<file path="src/rtl/prog_loader.sv">
// Program loader: streams a 16-byte image (plus optional checksum) into a small
// instruction store and releases the CPU from reset once the image is accepted.
module prog_loader #(
   parameter int unsigned CHECKSUM_EN = 1,
   parameter int unsigned TIMEOUT     = 1000000
) (
   input  logic       clk,
   input  logic       reset,
   input  logic       in_valid,
   input  logic [7:0] in_data,
   output logic       in_ready,
   input  logic       load_req,
   input  logic [3:0] addr,
   output logic [7:0] dout,
   output logic       cpu_run,
   output logic       load_done,
   output logic [1:0] err
);

   localparam int unsigned DW    = 8;
   localparam int unsigned AW    = 4;
   localparam int unsigned DEPTH = 16;
   localparam int unsigned TW    = 24;

   localparam logic [TW-1:0] TO_LAST     = TW'(TIMEOUT - 1);
   localparam logic [AW-1:0] WPTR_LAST   = AW'(DEPTH - 1);
   localparam logic [1:0]    ERR_NONE    = 2'b00;
   localparam logic [1:0]    ERR_CSUM    = 2'b01;
   localparam logic [1:0]    ERR_TIMEOUT = 2'b10;

   typedef enum logic [1:0] {LOAD, CHECK, RUN, ERR} state_t;

   logic [DW-1:0] mem [DEPTH];

   state_t        state, state_nx;
   logic [AW-1:0] wptr, wptr_nx;
   logic [DW-1:0] sum, sum_nx;
   logic [TW-1:0] tcnt, tcnt_nx;
   logic [1:0]    err_nx;
   logic          cpu_run_nx;
   logic          load_done_nx;
   logic          accept;
   logic          mem_we;
   logic          timing;
   logic [DW-1:0] sum_add;

   assign in_ready = ((state == LOAD) || (state == CHECK)) && !load_req;
   assign accept   = in_valid && in_ready;
   assign dout     = mem[addr];
   assign sum_add  = sum + in_data;
   // An empty image waits forever; only a partial load can time out.
   assign timing   = ((state == LOAD) && (wptr != '0)) || (state == CHECK);

   // Next-state and registered-output logic.
   always_comb begin
      state_nx     = state;
      wptr_nx      = wptr;
      sum_nx       = sum;
      tcnt_nx      = tcnt;
      err_nx       = err;
      load_done_nx = 1'b0;
      mem_we       = 1'b0;

      if (load_req) begin
         state_nx = LOAD;
         wptr_nx  = '0;
         sum_nx   = '0;
         tcnt_nx  = '0;
         err_nx   = ERR_NONE;
      end else if (accept) begin
         tcnt_nx = '0;
         if (state == LOAD) begin
            mem_we  = 1'b1;
            wptr_nx = wptr + AW'(1);
            sum_nx  = sum_add;
            if (wptr == WPTR_LAST) begin
               state_nx = (CHECKSUM_EN != 0) ? CHECK : RUN;
            end
         end else begin
            if (sum_add == '0) begin
               state_nx = RUN;
            end else begin
               state_nx = ERR;
               err_nx   = ERR_CSUM;
            end
         end
      end else if (timing) begin
         if (tcnt == TO_LAST) begin
            state_nx = LOAD;
            wptr_nx  = '0;
            sum_nx   = '0;
            tcnt_nx  = '0;
            err_nx   = ERR_TIMEOUT;
         end else begin
            tcnt_nx = tcnt + TW'(1);
         end
      end

      if ((state_nx == RUN) && (state != RUN)) begin
         load_done_nx = 1'b1;
         err_nx       = ERR_NONE;
      end
      cpu_run_nx = (state_nx == RUN);
   end

   // Control state; cpu_run comes straight from a flop to stay glitch-free.
   always_ff @(posedge clk) begin
      if (!reset) begin
         state     <= LOAD;
         wptr      <= '0;
         sum       <= '0;
         tcnt      <= '0;
         err       <= ERR_NONE;
         cpu_run   <= 1'b0;
         load_done <= 1'b0;
      end else begin
         state     <= state_nx;
         wptr      <= wptr_nx;
         sum       <= sum_nx;
         tcnt      <= tcnt_nx;
         err       <= err_nx;
         cpu_run   <= cpu_run_nx;
         load_done <= load_done_nx;
      end
   end

   // Instruction store has no reset so the image survives load_req and reset.
   always_ff @(posedge clk) begin
      if (reset && mem_we) begin
         mem[wptr] <= in_data;
      end
   end

endmodule

</file>
<file path="config.mk">
export PLATFORM = sky130hd
export DESIGN_NAME = prog_loader
export DESIGN_NICKNAME = d
export VERILOG_FILES = /design/src/rtl/prog_loader.sv
export SDC_FILE = /design/constraint.sdc
export NUM_CORES = 1
export LEC_CHECK = 0
export ABC_AREA = 1
export CORE_MARGIN = 5
export CORE_UTILIZATION = 45
export CTS_CLUSTER_SIZE = 8
export DETAILED_ROUTE_END_ITERATION = 8
export GPL_ROUTABILITY_DRIVEN = 0
export SETUP_SLACK_MARGIN = 0.05
export SLEW_MARGIN = 20
export SYNTH_ARGS = -nofsm -noshare
export SYNTH_HDL_FRONTEND = slang
export SYNTH_SLANG_ARGS = --single-unit
export TNS_END_PERCENT = 30
</file>
<file path="constraint.sdc">
create_clock -name clk -period 2 [get_ports clk]
set_input_delay 0.4 -clock clk [delete_from_list [all_inputs] [get_ports clk]]
set_output_delay 0.4 -clock clk [all_outputs]
set_load 0.005 [all_outputs]
</file>
==> impl_metrics.json <==
{
  "ys_types": 42,
  "synthToLayoutAreaGrowth_pct": 24.1,
  "max_stage_delay_ps": 470,
  "path_cells": "ha_4 -> inv_2 -> fa_1 -> inv_1 -> or2_4 -> nor2_4 -> nand3_2 -> nor2_2 -> nand3_1 -> nand2_2 -> nand3_2 -> nand2_2 -> nor2_1",
  "grt-ovfl-total": 0,
  "crit_required_ps": 2310,
  "htreeDepth": 4,
  "hp-class": "flip-flop to flip-flop",
  "violations": "setup timing",
  "final_cell_mix": "edfxtp_1 (128), nand2_1 (91), inv_1 (83)",
  "path_buf_inv": 2,
  "synth_xor_xnor_area_share_pct": 1.24,
  "synth_top_family_by_area": "simple AND/OR/NAND/NOR gates",
  "tritoncts": "built",
  "clk_pin_slew_ps": 60,
  "final_area_um2": 9640,
  "final_common_cell": "edfxtp_1",
  "leakage_uw": 0.00368,
  "synth.mux.area_fraction_pct": 4.12,
  "wl_um": 17500,
  "portBuffers": 28,
  "setup_slack_ps": -12.7,
  "grt_pass1_wl_um": 28200,
  "diodes": 0,
  "powerDensity_nw_per_um2": 814,
  "core_um2": 17100,
  "ys_async_sr_fraction_pct": 0,
  "layout.nets": 858,
  "drive_gt1_share_pct": 19.7,
  "finalSetupViolations": 2,
  "synth_warnings": 0,
  "cts.sinks": 170,
  "multi_input_area_um2": 2750,
  "fin_hold_ws_ps": 503,
  "antenna_found_initial": 0,
  "slew_violations": 0,
  "wl_per_cell_um": 16.4,
  "worst_pin_slew_ps": 370,
  "initial_core_util_pct": 45.4,
  "path_max_fanout": 2,
  "clock_path_buffers": 2,
  "dr.pass1.iters": 5,
  "synthFlopType": "edfxtp_1",
  "cp_top_family": "simple AND/OR/NAND/NOR gates",
  "first_iter_violations": 316,
  "syn_avg_cell_area_um2": 10.5,
  "crit_type": "flip-flop to flip-flop",
  "syn_nets": 771,
  "grt_pass1_vias": 5518,
  "hold_viol": 0,
  "status": "finished, violations left",
  "ys_top_cells_by_area": "edfxtp_1 (49%), dfxtp_1 (11%), nand2_1 (4.6%)",
  "vias": 5547,
  "die_area_um2": 20000,
  "total_power_uw": 7840,
  "yosysTopAreaCell": "edfxtp_1",
  "vias_per_cell": 5.20,
  "rows": 48,
  "synthSimpleGateAreaFrac_pct": 15.7,
  "cp-end-kind": "flip-flop",
  "regArea_um2": 4690,
  "track_usage_pct": 18.3,
  "yosys.area_share.adder_pct": 2.19,
  "rsz0062_at_grt": "yes",
  "grt_max_degree": 27,
  "placed_cell_area_um2": 8840,
  "clk_latency_ps": 420,
  "fmax_mhz": 497,
  "start_kind": "flip-flop",
  "ios": 29,
  "synth-compound-area-share_pct": 10.5,
  "cpMaxStageDelayCell": "fa_1",
  "yosysSeqAreaShare_pct": 60.3,
  "chipWidth_um": 141,
  "dp_hpwl_um": 12000,
  "finalClockSkew_ps": 8.88,
  "fill_cells": 1466,
  "fin_crit_ps": 2010,
  "synth_edf_count": 128,
  "finalCritPeriodShare_pct": 101,
  "cp.arrival_ps": 2320,
  "maxCapViolCount": 0,
  "relSlewSlack_pct": 75.3,
  "ys_ff_latch": 170,
  "synthesis.instances": 742,
  "drc": 0,
  "synth.top_cell.area_share_pct": 49.5,
  "fp.dieH_um": 141,
  "root_buffer": "clkbuf_16",
  "synth_area_um2": 7770,
  "cts_buffers": 17,
  "vdd_ir_drop_max_uv": 646,
  "antenna_left": 0
}
## area by class of cell
type	count	area share (%)
Timing Repair Buffer	95	9.87
Sequential cell	170	48.6
Inverter	93	3.62
Clock buffer	19	4.49
Multi-Input combinational cell	452	28.5
Clock inverter	13	1.97
Tap cell	225	2.92
## cells in the mapped netlist (3+ instances only)
| master | count |
|---|---|
| or2_2 | 4 |
| xor2_1 | 6 |
| xnor2_1 | 5 |
| nor2_2 | 4 |
| ha_1 | 12 |
| clkbuf_1 | 15 |
| nor3_1 | 15 |
| nand3_2 | 3 |
| dfxtp_1 | 42 |
| o211ai_1 | 33 |
| edfxtp_1 | 128 |
| mux2i_1 | 32 |
| buf_2 | 9 |
| nand2_1 | 96 |
| o21ai_0 | 40 |
| nand2_2 | 6 |
| a21oi_1 | 54 |
| nor2_4 | 5 |
| inv_2 | 6 |
| nor2_1 | 59 |
| inv_1 | 86 |
| nand4_1 | 9 |
| nand3_1 | 45 |
## final timing paths
check | start | endpoint | slack [ps] | cells past startpoint
max | sum[0]$_SDFFE_PP0P_ | err[1]$_SDFFE_PP0P_ | -10 | 13
min | sum[7]$_SDFFE_PP0P_ | sum[7]$_SDFFE_PP0P_ | 500 | 2
max reg2reg | sum[0]$_SDFFE_PP0P_ | err[1]$_SDFFE_PP0P_ | -10 | 13
min reg2reg | sum[7]$_SDFFE_PP0P_ | sum[7]$_SDFFE_PP0P_ | 500 | 2
## timing repair
item                       CTS  global route
gates cloned                 2             0
hold buffers                 0             0
buffers inserted             1             1
gates resized for setup     52            25
pin swaps                   28            13
setup endpoints to repair   14            23
## cells by family after synthesis
family / Yosys count
simple gates: 257
flops: 170
compound gates: 139
buf+inv: 120
mux: 32
fa+ha+maj: 13
xor+xnor: 11
## metal layers
metal | vias up | GRT usage, % | part of all wire (%)
met2 | 113 | 30.9 | 50
met4 | 0 | 6.16 | 1.9
met1 | 2651 | 22.9 | 44
met5 | - | 0 | 0
met3 | 19 | 4.82 | 4.6
li1 | 2764 | - | -
## sequential cells by signal, indices dropped and copies added (netlist names)
register / cells
state: 2
wptr: 4
cpu_run: 1
load_done: 1
tcnt: 24
err: 2
mem: 128
sum: 8
## worst reg2reg max path, cell delays in order, from the launching register on
cell,delay (ps)
dfxtp_2,350
ha_4,140
inv_2,30
fa_1,470
inv_1,50
or2_4,230
nor2_4,80
nand3_2,70
nor2_2,110
nand3_1,100
nand2_2,90
nand3_2,80
nand2_2,70
nor2_1,40
## per-stage QoR
stage	std cells	TNS (ps)	setup WS [ps]	util [%]
6_report	1067	-22.7	-12.7	56.3
5_1_grt	1067	-834	-120	56.3
4_1_cts	1066	-536	-121	55.9
3_5_place_dp	1031	-18940	-771	51.7
3_3_place_gp	1031	-16180	-781	51.7
2_1_floorplan	742	-3820	-37.4	-
## where the power goes
group          internal (uW)  switching (uW)
registers               3800            6.63
logic                    249             311
clock network           2110            1370
total                   6160            1680
Power figures use the tool's default switching activity.
